<file path="src/rtl/joypad_pkg.sv">
// Shared constants for the NES joypad block: button bit positions,
// scanner state encoding and CPU register selects.
package joypad_pkg;

  localparam int BTN_A      = 0;
  localparam int BTN_B      = 1;
  localparam int BTN_SELECT = 2;
  localparam int BTN_START  = 3;
  localparam int BTN_UP     = 4;
  localparam int BTN_DOWN   = 5;
  localparam int BTN_LEFT   = 6;
  localparam int BTN_RIGHT  = 7;

  localparam int NUM_BTNS = 8;

  localparam logic JP_REG_4016 = 1'b0;
  localparam logic JP_REG_4017 = 1'b1;

  typedef enum logic [2:0] {
    S_IDLE   = 3'd0,
    S_LATCH  = 3'd1,
    S_SAMPLE = 3'd2,
    S_CLKH   = 3'd3,
    S_CLKL   = 3'd4,
    S_COMMIT = 3'd5
  } scan_state_t;

endpackage

</file>
<file path="src/rtl/joypad_if.sv">
// CPU-side register bus for $4016/$4017. Strobes arrive already decoded;
// d_out must read as zero when rd_in is low because the bus is OR-muxed.
interface joypad_if;
  logic       wr_in;
  logic       rd_in;
  logic       a_in;
  logic [7:0] d_in;
  logic [7:0] d_out;

  modport master (output wr_in, output rd_in, output a_in, output d_in, input d_out);
  modport slave  (input wr_in, input rd_in, input a_in, input d_in, output d_out);
endinterface

</file>
<file path="src/rtl/joypad_scan.sv">
// Periodic pad scanner: latches both pads, clocks out 8 bits serially and
// commits the decoded (active-high) button state atomically at scan end.
module joypad_scan
  import joypad_pkg::*;
#(
  parameter int POLL_PERIOD = 1666667,
  parameter int HALF_BIT    = 300
) (
  input  logic       clk_in,
  input  logic       rst_in,
  input  logic       i_data1,
  input  logic       i_data2,
  output logic       o_jp_clk,
  output logic       o_jp_latch,
  output logic [7:0] o_pad1_state,
  output logic [7:0] o_pad2_state
);

  localparam int CNT_W  = $clog2(2*HALF_BIT + 1);
  localparam int POLL_W = $clog2(POLL_PERIOD + 1);

  localparam logic [CNT_W-1:0]  LATCH_LAST = CNT_W'(2*HALF_BIT - 1);
  localparam logic [CNT_W-1:0]  HALF_LAST  = CNT_W'(HALF_BIT - 1);
  localparam logic [POLL_W-1:0] POLL_LAST  = POLL_W'(POLL_PERIOD - 1);

  scan_state_t       r_state, w_next;
  logic [POLL_W-1:0] r_poll;
  logic [CNT_W-1:0]  r_cnt;
  logic [2:0]        r_bit;
  logic [7:0]        r_sh1, r_sh2;
  logic [7:0]        r_pad1, r_pad2;

  always_comb begin
    w_next = r_state;
    case (r_state)
      S_IDLE:   if (r_poll == POLL_LAST) w_next = S_LATCH;
      S_LATCH:  if (r_cnt == LATCH_LAST) w_next = S_SAMPLE;
      S_SAMPLE: w_next = (r_bit == 3'd7) ? S_COMMIT : S_CLKH;
      S_CLKH:   if (r_cnt == HALF_LAST) w_next = S_CLKL;
      S_CLKL:   if (r_cnt == HALF_LAST) w_next = S_SAMPLE;
      S_COMMIT: w_next = S_IDLE;
      default:  w_next = S_IDLE;
    endcase
  end

  always_ff @(posedge clk_in or posedge rst_in) begin
    if (rst_in) r_state <= S_IDLE;
    else        r_state <= w_next;
  end

  always_ff @(posedge clk_in or posedge rst_in) begin
    if (rst_in) begin
      r_poll <= '0;
      r_cnt  <= '0;
      r_bit  <= '0;
      r_sh1  <= '0;
      r_sh2  <= '0;
      r_pad1 <= '0;
      r_pad2 <= '0;
    end else begin
      r_poll <= (r_state == S_IDLE && r_poll != POLL_LAST) ? r_poll + 1'b1 : '0;
      // Per-state dwell counter restarts on every state change.
      r_cnt  <= (r_state == S_IDLE || w_next != r_state) ? '0 : r_cnt + 1'b1;
      case (r_state)
        S_LATCH:  r_bit <= '0;
        S_SAMPLE: begin
          r_sh1[r_bit] <= ~i_data1;
          r_sh2[r_bit] <= ~i_data2;
        end
        S_CLKL:   if (w_next == S_SAMPLE) r_bit <= r_bit + 3'd1;
        S_COMMIT: begin
          r_pad1 <= r_sh1;
          r_pad2 <= r_sh2;
        end
        default: ;
      endcase
    end
  end

  // Decoded from the state register so reset drops the pins asynchronously.
  assign o_jp_clk     = (r_state == S_CLKH);
  assign o_jp_latch   = (r_state == S_LATCH);
  assign o_pad1_state = r_pad1;
  assign o_pad2_state = r_pad2;

endmodule

</file>
<file path="src/rtl/joypad_ctrl.sv">
// $4016/$4017 front-end: strobe bit, 4021-style CPU shift registers and the
// OR-muxable read path, fed by the background pad scanner.
module joypad_ctrl
  import joypad_pkg::*;
#(
  parameter int POLL_PERIOD = 1666667,
  parameter int HALF_BIT    = 300
) (
  input  logic     clk_in,
  input  logic     rst_in,
  input  logic     jp_data1_in,
  input  logic     jp_data2_in,
  joypad_if.slave  bus,
  output logic     jp_clk,
  output logic     jp_latch
);

  logic [7:0] w_pad1_state, w_pad2_state;
  logic       r_strobe;
  logic [7:0] r_sr1, r_sr2;
  logic       w_sel_bit;
  logic       w_unused;

  joypad_scan #(
    .POLL_PERIOD (POLL_PERIOD),
    .HALF_BIT    (HALF_BIT)
  ) u_scan (
    .clk_in       (clk_in),
    .rst_in       (rst_in),
    .i_data1      (jp_data1_in),
    .i_data2      (jp_data2_in),
    .o_jp_clk     (jp_clk),
    .o_jp_latch   (jp_latch),
    .o_pad1_state (w_pad1_state),
    .o_pad2_state (w_pad2_state)
  );

  assign w_unused = ^bus.d_in[7:1];

  // Strobe high exposes the live A button; otherwise the shift register head.
  always_comb begin
    w_sel_bit = 1'b0;
    if (bus.a_in == JP_REG_4016) w_sel_bit = r_strobe ? w_pad1_state[BTN_A] : r_sr1[0];
    else                         w_sel_bit = r_strobe ? w_pad2_state[BTN_A] : r_sr2[0];
  end

  assign bus.d_out = bus.rd_in ? {7'b0, w_sel_bit} : 8'h00;

  // Load and shift decisions use the pre-write strobe, so a write of 0
  // still gets its final load and a same-cycle read never sees the new value.
  always_ff @(posedge clk_in or posedge rst_in) begin
    if (rst_in) begin
      r_strobe <= 1'b0;
      r_sr1    <= '0;
      r_sr2    <= '0;
    end else begin
      if (bus.wr_in && bus.a_in == JP_REG_4016) r_strobe <= bus.d_in[0];
      if (r_strobe) begin
        r_sr1 <= w_pad1_state;
        r_sr2 <= w_pad2_state;
      end else if (bus.rd_in) begin
        if (bus.a_in == JP_REG_4016) r_sr1 <= {1'b1, r_sr1[7:1]};
        else                         r_sr2 <= {1'b1, r_sr2[7:1]};
      end
    end
  end

endmodule

</file>
<file path="src/flat_wrapper.sv">
// flat-port wrapper written by rule: the top's interface ports become plain ports
module joypad_ctrl_flat import joypad_pkg::*;
#(
  parameter int POLL_PERIOD = 1666667,
  parameter int HALF_BIT    = 300
)
  (clk_in, rst_in, jp_data1_in, jp_data2_in, jp_clk, jp_latch, bus_wr_in, bus_rd_in, bus_a_in, bus_d_in, bus_d_out);
  joypad_if bus_i ();
  input  logic clk_in;
  input  logic rst_in;
  input  logic jp_data1_in;
  input  logic jp_data2_in;
  output logic jp_clk;
  output logic jp_latch;
  input wire logic [$bits(bus_i.wr_in)-1:0] bus_wr_in;
  input wire logic [$bits(bus_i.rd_in)-1:0] bus_rd_in;
  input wire logic [$bits(bus_i.a_in)-1:0] bus_a_in;
  input wire logic [$bits(bus_i.d_in)-1:0] bus_d_in;
  output wire logic [$bits(bus_i.d_out)-1:0] bus_d_out;
  assign bus_i.wr_in = bus_wr_in;
  assign bus_i.rd_in = bus_rd_in;
  assign bus_i.a_in = bus_a_in;
  assign bus_i.d_in = bus_d_in;
  assign bus_d_out = bus_i.d_out;
  joypad_ctrl #(.POLL_PERIOD(POLL_PERIOD), .HALF_BIT(HALF_BIT)) u_core (.clk_in(clk_in), .rst_in(rst_in), .jp_data1_in(jp_data1_in), .jp_data2_in(jp_data2_in), .bus(bus_i), .jp_clk(jp_clk), .jp_latch(jp_latch));
endmodule
</file>
<file path="config.mk">
export PLATFORM = sky130hd
export DESIGN_NAME = joypad_ctrl_flat
export DESIGN_NICKNAME = d
export VERILOG_FILES = /design/src/rtl/joypad_pkg.sv /design/src/rtl/joypad_if.sv /design/src/rtl/joypad_scan.sv /design/src/rtl/joypad_ctrl.sv /design/src/flat_wrapper.sv
export SDC_FILE = /design/constraint.sdc
export NUM_CORES = 1
export LEC_CHECK = 0
export ABC_AREA = 1
export ABC_CLOCK_PERIOD_IN_PS = 3500
export CAP_MARGIN = 20
export CORE_MARGIN = 1
export CORE_UTILIZATION = 40
export DETAILED_ROUTE_END_ITERATION = 10
export GPL_TIMING_DRIVEN = 1
export HOLD_SLACK_MARGIN = 0.05
export PLACE_DENSITY_LB_ADDON = 0.25
export SYNTH_ARGS = -nofsm -noshare
export SYNTH_HDL_FRONTEND = slang
export SYNTH_SLANG_ARGS = --single-unit
</file>
<file path="constraint.sdc">
create_clock -name clk_in -period 3.5 [get_ports clk_in]
set_input_delay 0.525 -clock clk_in [delete_from_list [all_inputs] [get_ports clk_in]]
set_output_delay 0.525 -clock clk_in [all_outputs]
set_load 0.1 [all_outputs]
</file>
* After elaboration in Yosys (flattened, before gate mapping) *
Index checks and enable logic that the tools add are counted.

cells by class
  add/subtract/negate cells = 3
  multiply operators = 0
  div/mod/pow operators = 0
  $lt $le $gt $ge = 2
  equal/unequal tests = 14
  shift operators = 0
  muxes and demuxes = 24
  bitwise logic cells = 3
  reduce and logical (&&, ||, !) cells = 11

operators by type and width
  kind                     count
  $mux W8                  6
  $add A21 B1 Y21 const B  1
  $eq A21 B21 Y1 const B   1
  $mux W21                 1
  $ne A21 B21 Y1 const B   1
  $mux W3                  6
  $bwmux W8                2
  $pmux W3 S5              1
  $add A10 B1 Y10 const B  1
  $eq A10 B10 Y1 const B   1
  $eq A10 B9 Y1 const B    1
  $mux W10                 1
  $eq A3 B2 Y1 const B     3
  $eq A3 B3 Y1 const B     3
  $pmux W3 S2              1
  $reduce_and A2 Y1        3
  $reduce_bool A2 Y1       3
  $mux W1                  5
  $lt A3 B4 Y1 const B     1
  $add A3 B1 Y3 const B    1
  $demux W1 S3             1
  $eq A3 B1 Y1 const B     1
  $ge A3 B1 Y1 const B     1
  $logic_and A1 B1 Y1      3
  other kinds (6)          8

word-level totals
  register bits = 86
  latch bits = 0
  bits in writable memories = 0
  bits in read-only memories = 0
  input bits = 15
  output and inout bits = 10
  word-level logic and storage cells = 68
  memories kept = 0

* Longest topological paths before layout *
Gate-level depths: netlist of the first run.

  word-level depth = 6
  depth in mapped cells = 11
  mapped depth without buffers = 11

* Modules after synthesis *
A second synthesis of the first run with hierarchy kept.

unflattened totals
  cells, all modules = 522
  area total of the unflattened synthesis = 4,341.7 um2

by module, submodules not included
  module       times used  cells an instance  area each (um2)  seq. area each (um2)
  joypad_scan  1           381                3,331.9          1,726.7
  joypad_ctrl  1           141                1,009.7          425.4

* Worst setup path before layout of the first run *
Ideal clock, no wire load.

  path kind = register to output
  start point = reg u_core.r_strobe
  end point = out bus_d_out[0]
  arrival time = 2.538 ns
  required time = 2.975 ns
  slack = 0.437 ns
  cell stages (with the launch flop) = 6
  buffers on the path = 2
  cells stage by stage = dfrtp_1 > inv_1 > buf_2 > buf_1 > a21boi_0 > o22ai_1

between the ends
  cells in the longest elaborated chain, start to end = 3
  elaborated cells on any way between the ends = 4
  classes of those cells = 4 x mux

ends and longest elaborated chain
  what                               line                                  RTL
  start, declared                    joypad_ctrl.sv:19                     logic r_strobe;
  start signal, assigned             joypad_ctrl.sv:57                     if (bus.wr_in && bus.a_in == JP_REG_4016) r_strobe <= bus.d_in[0];
  $mux W1, on equally long branches  joypad_ctrl.sv:43, joypad_ctrl.sv:44
  $mux W1 (*)                        joypad_ctrl.sv:43                     if (bus.a_in == JP_REG_4016) w_sel_bit = r_strobe ? w_pad1_state[BTN_A] : r_sr1[0];
  $mux W1 (*)                        joypad_ctrl.sv:47                     assign bus.d_out = bus.rd_in ? {7'b0, w_sel_bit} : 8'h00;
  end, declared                      flat_wrapper.sv:19                    output wire logic [$bits(bus_i.d_out)-1:0] bus_d_out;

Mark *: on every way between the ends. The rest lies on a longest branch, timed or not.

* Worst setup path in the final report of the first run *
Same ends and word-level chain as after synthesis.

==> summary.md, run 1 <==
| Metric | Value |
|---|---|
| Status | finished clean |
| Syn-to-layout area delta | 9.95% |
| Fill cells | 973 |
| Max incr delay on CP | 0.45 ns |
| Final-report hold violation count | 0 |
| Total grt overflow | 0 |
| Die height | 104 um |
| Root Buffer | clkbuf_8 |
| Antenna cells | 0 |
| P_int | 1.40 mW |
| #FFs+latches synth | 86 |
| Global-route wire length before repair | 13.8 mm |
| Cell count after synthesis | 489 |
| Detail Placement HPWL | 5.60 mm |
| Main synth FF type | dfrtp_1 |
| Mapped Area | 0.00419 mm2 |
| Post-synth EDFFs | 0 |
| Clock share of power | 0.381 |
| Number of max-cap violations | 0 |
| Site Rows | 36 |
| Synth warn | 0 |
| Critical path buffer and inverter count | 3 |
| Fin util | 0.463 |
| Initial antenna violation count | 0 |
| Pwr Total | 1.91 mW |
| FMAX | 404 MHz |
| HP Class | register to register |
| Slew HR | 0.429 |
| Comb power frac | 0.078 |
| Share of cells above drive strength 1 | 0.0945 |
| Drt wl/cell | 12.1 um |
| Full die area | 0.0109 mm2 |
| Worst-margin pin slew | 0.854 ns |
| Clock buffer depth | 2 |
| Syn_area_per_cell | 8.56 um2 |
| # DRC | 0 |
| Cts hold-fix bufs | 0 |
| Gr usage total | 0.159 |
| Post-route insts no fill | 641 |
| Post-synthesis sequential area ratio | 0.514 |
| Leakage power | 2.22 nW |
| Vias | 3,100 |
| Pwr dens | 415 mW/mm2 |
| Part of the power in registers | 0.541 |
| # port buffers | 10 |
| Minimum clock period | 2.47 ns |
| RSZ-0062 raised after global routing | false |
| Setup_tns | 0 ns |
| Largest net degree at the start of global routing | 47 |
| DRT antenna net count | 0 |
| Crit start category | register |
| Layout net count | 523 |
| Period Utilization, post-route | 0.707 |
| H-tree levels | 3 |
| CP max-delay cell | dfrtp_1 |
| Placed Cells | 625 |
| Vias/cell | 4.84 |
| Yosys cell types | 38 |
| CP arrival | 1.95 ns |
| Asr flop ratio synth | 1.00 |
| CTS Buf Count | 9 |
| Ports | 25 |
| Starting DRT DRC Count | 155 |
| DRT Pass-1 Iters | 4 |
| CTS tree | done |
| Sw Pwr | 0.510 mW |
| Vias in the first global route | 3,045 |
| Critical-path cell list | inv_1 > buf_4 > a21boi_0 > o22ai_1 > buf_4 |
| GPL Wtd Cong | 0.882 |
| Starting density of the core | 0.421 |
| Peak VDD IR | 0.000167 V |
| CP dominant cell by count | buf_4 |
| Worst-Skew Late Latency | 0.36 ns |
| Final setup viols | 0 |
| Clock sinks | 86 |
| Sw Ratio | 0.267 |
| Die X | 104 um |
| Total setup buffers inserted after CTS | 0 |
| Clk slew on worst S/H paths | 0.09 ns |
| Routed WL | 7.75 mm |
| Crit-path max FO | 15 |
| Skew final | 0.00998 ns |
| Critical path class | register to primary output |
| Worst Path Required | 2.97 ns |
| Core area | 0.00995 mm2 |
| Post-CTS Resized | 0 |
| Critical path endpoint category | primary output |
| Delay-heaviest family, CP | buffers and inverters |
| Max-slew violations | 0 |
## path summary, 6_finish.rpt
check                                             start                       endpoint  slack, ns  cells after the start
max in group asynchronous                        rst_in  u_core.u_scan.o_pad2_state[6]       2.13                      3
min in group asynchronous                        rst_in       u_core.u_scan.r_poll[14]       0.60                      2
worst min-delay path             u_core.u_scan.r_cnt[0]         u_core.u_scan.r_cnt[0]       0.48                      1
worst min register to register   u_core.u_scan.r_cnt[0]         u_core.u_scan.r_cnt[0]       0.48                      1
worst max register to register  u_core.u_scan.r_poll[0]       u_core.u_scan.r_poll[16]       1.61                     10
worst max-delay path                    u_core.r_strobe                   bus_d_out[0]       1.03                      5
## worst register-to-register path, stage by stage, from the launching register on
cell	delay, ns
dfrtp_1	0.42
inv_1	0.09
ha_1	0.14
inv_1	0.04
nor2_1	0.07
nand3_1	0.08
nor2_1	0.15
nand2_1	0.09
nand2_1	0.49
a21oi_1	0.09
o21a_1	0.13
## placed cells by master (no fill, tap or decap), types with 2 or more instances in the layout
| master | count |
|---|---|
| a21boi_0 | 2 |
| a21oi_1 | 6 |
| a31oi_1 | 2 |
| buf_4 | 6 |
| clkbuf_8 | 9 |
| clkdlybuf4s50_1 | 7 |
| clkinv_2 | 2 |
| conb_1 | 7 |
| dfrtp_1 | 86 |
| ha_1 | 5 |
| inv_1 | 66 |
| inv_2 | 2 |
| inv_6 | 2 |
| mux2_2 | 12 |
| nand2_1 | 98 |
| nand3_1 | 21 |
| nand4_1 | 6 |
| nor2_1 | 63 |
| nor2_2 | 2 |
| nor3_1 | 16 |
| nor3_2 | 3 |
| nor3b_1 | 3 |
| o211ai_1 | 12 |
| o21ai_0 | 36 |
| o21ai_1 | 3 |
| o311ai_0 | 2 |
| xnor2_1 | 4 |
| xor2_1 | 10 |
## sequential cells by signal (all words and copies together), names as in the netlist
| name | cells |
|---|---|
| u_core.u_scan.o_pad2_state | 8 |
| u_core.r_sr2 | 8 |
| u_core.u_scan.o_pad1_state | 8 |
| u_core.u_scan.r_bit | 3 |
| u_core.u_scan.r_sh1 | 8 |
| u_core.u_scan.r_state | 3 |
| u_core.u_scan.r_sh2 | 8 |
| u_core.r_strobe | 1 |
| u_core.u_scan.r_poll | 21 |
| u_core.r_sr1 | 8 |
| u_core.u_scan.r_cnt | 10 |
## cell usage after synthesis (all sizes together), types with 4 or more instances
master	count	area share
nand2	99	0.089
dfrtp	86	0.51
inv	69	0.062
nor2	66	0.062
o21ai	39	0.047
nand3	23	0.032
nor3	19	0.026
buf	13	0.019
mux2	12	0.032
o211ai	12	0.022
xor2	10	0.021
a21oi	6	0.0072
nand4	6	0.0090
ha	5	0.015
xnor2	4	0.0084
## power groups by stage
| stage | sequential [mW] | combinational, mW | clock (mW) |
|---|---|---|---|
| 2_1_floorplan | 1.05 | 0.124 | 0 |
| 3_3_place_gp | 1.05 | 0.147 | 0 |
| 3_5_place_dp | 1.06 | 0.151 | 0 |
| 4_1_cts | 1.04 | 0.151 | 0.753 |
| 5_1_grt | 1.04 | 0.171 | 0.798 |
| 6_report | 1.03 | 0.148 | 0.729 |
## cell families after synthesis
family | after synthesis | share of synthesized area
AND/OR/NAND/NOR | 220 | 0.234
flip-flops | 86 | 0.514
adder cells (fa/ha/maj) | 5 | 0.0149
multiplexers | 12 | 0.0323
other | 1 | 0.000895
XOR/XNOR | 14 | 0.0293
AO/OA/AOI/OAI | 66 | 0.0911
buffers and inverters | 85 | 0.0840
## metrics by stage
stage	hold WS [ns]	worst slack (ns)	cell area, um2
floorplan	0.449	0.437	4210
CTS	0.488	0.993	4600
finish	0.483	1.03	4600
detailed placement	0.470	1.40	4400
global route	0.509	0.874	4600
global placement	0.468	1.41	4400
## routing by layer
layer	wire, um	track usage	up-vias
li1	-	-	1585
met1	3830	0.211	1452
met2	3500	0.245	47
met3	256	0.0407	16
met4	154	0.0714	0
met5	0	0	-
## cell type report
class | instances | area [um2] | area share
well taps | 133 | 166 | 0.0361
repair buffers | 13 | 115 | 0.0250
multi-input cells | 324 | 1710 | 0.371
flip-flops and latches | 86 | 2150 | 0.467
clock inverters | 7 | 80.1 | 0.0174
inverters | 69 | 260 | 0.0565
clock buffers | 9 | 124 | 0.0269
No activity file was read; power rests on OpenSTA's default activity.
==> inputs of run 2 (changes only) <==
--- a/config.mk
+++ b/config.mk
@@ -6,7 +6,7 @@
 export NUM_CORES = 1
 export LEC_CHECK = 0
 export ABC_AREA = 1
-export ABC_CLOCK_PERIOD_IN_PS = 3500
+export ABC_CLOCK_PERIOD_IN_PS = 2400
 export CAP_MARGIN = 20
 export CORE_MARGIN = 1
 export CORE_UTILIZATION = 40
==> constraint.sdc (replaced) <==
create_clock -name clk_in -period 2.4 [get_ports clk_in]
set_input_delay 0.36 -clock clk_in [delete_from_list [all_inputs] [get_ports clk_in]]
set_output_delay 0.36 -clock clk_in [all_outputs]
set_load 0.1 [all_outputs]
==> run 2 against run 1 <==
First-iteration DRC count up 26%; clock power grew 45%; clock skew down 0.0015 ns; die area stayed put; sequential power grew 47%; combinational power is 51% higher; sequential cell count stayed put; total power up 46%; worst hold slack worse by 0.072 ns; setup slack lost 0.80 ns; sequential share of layout area fell by 0.70 points; clock-buffer cell count stayed put; largest cell class unchanged.
==> summary.md, run 2 (synthesis results as in run 1) <==
| Metric | Value |
|---|---|
| GPL Wtd Cong | 0.852 (-3.4%) |
| Top flop regs | u_core.u_scan.r_poll (21), u_core.u_scan.r_cnt (10) |
| Vias in the first global route | 3,044 (-0.033%) |
| Peak VDD IR | 0.000237 V (+42%) |
| CTS Buf Count | 9 (unchanged) |
| Pre-CTS setup slack | 0.584 ns (-0.812 ns) |
| Pwr Total | 2.79 mW (+46%) |
| Total grt overflow | 0 (unchanged) |
| Critical path buffer and inverter count | 2 (-1) |
| CTS tree | done |
| Fill cells | 965 (-0.82%) |
| Routed WL | 7.53 mm (-2.8%) |
| Max-slew violations | 0 (unchanged) |
| Post-CTS Resized | 0 (unchanged) |
| Number of max-cap violations | 0 (unchanged) |
| Commonest cells after routing, fill and taps aside | nand2_1 (98), dfrtp_1 (86), inv_1 (66), nor2_1 (63), o21ai_0 (36) |
| Register with the most flip-flops | u_core.u_scan.r_poll |
| Gr usage total | 0.155 (-0.00410) |
| Site Rows | 36 (unchanged) |
| Leakage power | 2.24 nW (+1.1%) |
| HP Class | primary input to asynchronous set/reset pin |
| Period Utilization, post-route | 0.906 |
| Total setup buffers inserted after CTS | 0 (unchanged) |
| # DRC | 0 (unchanged) |
| Die height | 104 um (unchanged) |
| Starting density of the core | 0.421 (unchanged) |
| Ports | 25 (unchanged) |
| Clock buffer depth | 2 (unchanged) |
| Hold Slack | 0.412 ns (-0.0718 ns) |
| Final setup viols | 0 (unchanged) |
| RSZ-0062 raised after global routing | false |
| Worst-Skew Late Latency | 0.37 ns (about the same) |
| Post-route insts no fill | 645 (+0.62%) |
| Full die area | 0.0109 mm2 (unchanged) |
| Clk slew on worst S/H paths | 0.09 ns (about the same) |
| CP max-delay cell | dfrtp_1 |
| Status | finished clean |
| Max incr delay on CP | 0.45 ns (about the same) |
| Root Buffer | clkbuf_8 |
| Placement Cell Area | 0.00447 mm2 (+1.6%) |
| CP arrival | 1.81 ns (-0.14 ns) |
| Vias/cell | 4.83 (-0.11%) |
| Detail Placement HPWL | 5.44 mm (-2.9%) |
| Worst Path Required | 2.04 ns (-0.93 ns) |
| Cts hold-fix bufs | 0 (unchanged) |
| Final WS setup | 0.226 ns (-0.800 ns) |
| FMAX | 460 MHz |
| Initial antenna violation count | 0 (unchanged) |
| Crit start category | register |
| Pwr dens | 598 mW/mm2 (+44%) |
| Starting DRT DRC Count | 195 (+26%) |
| Final-report hold violation count | 0 (unchanged) |
| DRT Pass-1 Iters | 4 (unchanged) |
| Commonest non-fill, non-tap cell in the layout | nand2_1 |
| Share of cells above drive strength 1 | 0.104 (+0.00903) |
| Minimum clock period | 2.17 ns |
| Vias | 3,116 (+0.52%) |
| # port buffers | 10 (unchanged) |
| Placed Cells | 629 (+0.64%) |
| Layout net count | 527 (+0.76%) |
| Fin util | 0.470 (+0.00704) |
| Syn-to-layout area delta | 11.6% |
| Critical path endpoint category | primary output |
| Skew final | 0.00843 ns (-0.00155 ns) |
| Delay-heaviest family, CP | buffers and inverters |
| Critical-path cell list | inv_1 > a21boi_0 > o22ai_2 > buf_12 |
| H-tree levels | 3 (unchanged) |
| Slew HR | 0.582 (+0.153) |
| Largest net degree at the start of global routing | 36 (-23%) |
| Critical path class | register to primary output |
| Drt wl/cell | 11.7 um (-3.4%) |
| Max FFs per register | 21 (unchanged) |
| Antenna cells | 0 (unchanged) |
| Post-route cell area | 0.00467 mm2 (+1.5%) |
| Setup_tns | 0 ns (unchanged) |
| Die X | 104 um (unchanged) |
| Clock sinks | 86 (unchanged) |
| Crit-path max FO | 16 (+1) |
| Core area | 0.00995 mm2 (unchanged) |
| Worst reg2reg setup slack | 0.56 ns (-1.05 ns) |
| DRT antenna net count | 0 (unchanged) |
| Worst-margin pin slew | 0.626 ns (-0.229 ns) |
| Global-route wire length before repair | 13.5 mm (-2.2%) |
==> run 2: worst reg2reg max path: stages, from the launching register on <==
cell and delay, ns:
dfrtp_1 0.43, inv_1 0.10, ha_1 0.14, inv_1 0.04, nor2_1 0.09, nand3_1 0.08
nor2_1 0.16, nand2_1 0.09, nand2_1 0.27, buf_4 0.25, nor3_1 0.09
==> run 2: path summary, 6_finish.rpt <==
kind                                                       to               startpoint  depth (start not counted)
worst max register to register       u_core.u_scan.r_poll[15]  u_core.u_scan.r_poll[0]                         10
min in group clk_in                    u_core.u_scan.r_sh2[1]   u_core.u_scan.r_sh2[1]                          2
max in group asynchronous              u_core.u_scan.r_sh2[4]                   rst_in                          3
worst min-delay path            u_core.u_scan.o_pad2_state[3]                   rst_in                          2
worst min register to register         u_core.u_scan.r_sh2[1]   u_core.u_scan.r_sh2[1]                          2
worst max-delay path                             bus_d_out[0]          u_core.r_strobe                          4
==> run 2: area by class of cell <==
type	count	area, um2	share of cell area
timing repair buffer	17	170	0.0364
clock buffer	9	124	0.0265
tap	133	166	0.0356
inverter	69	263	0.0562
multi-input combinational	324	1720	0.368
clock inverter	7	80.1	0.0171
sequential	86	2150	0.460
==> run 2: layer usage <==
metal | up-vias | GRT usage | share of wire
met5 | - | 0 | 0
met4 | 0 | 0.0612 | 0.016
met3 | 8 | 0.0401 | 0.037
met2 | 46 | 0.247 | 0.46
met1 | 1473 | 0.200 | 0.49
li1 | 1589 | - | -
==> run 2: report_power, final <==
group,internal [mW],switching (mW),total (mW)
clock,0.499,0.562,1.06
combinational,0.0596,0.163,0.223
sequential,1.49,0.0157,1.51
total,2.05,0.741,2.79
==> inputs of run 3 (changes only) <==
--- a/config.mk
+++ b/config.mk
@@ -14,6 +14,7 @@
 export GPL_TIMING_DRIVEN = 1
 export HOLD_SLACK_MARGIN = 0.05
 export PLACE_DENSITY_LB_ADDON = 0.25
+export SLEW_MARGIN = 40
 export SYNTH_ARGS = -nofsm -noshare
 export SYNTH_HDL_FRONTEND = slang
 export SYNTH_SLANG_ARGS = --single-unit
==> results of run 3 <==
Same layout as run 2: the final DEF is identical, and so are final timing and power.
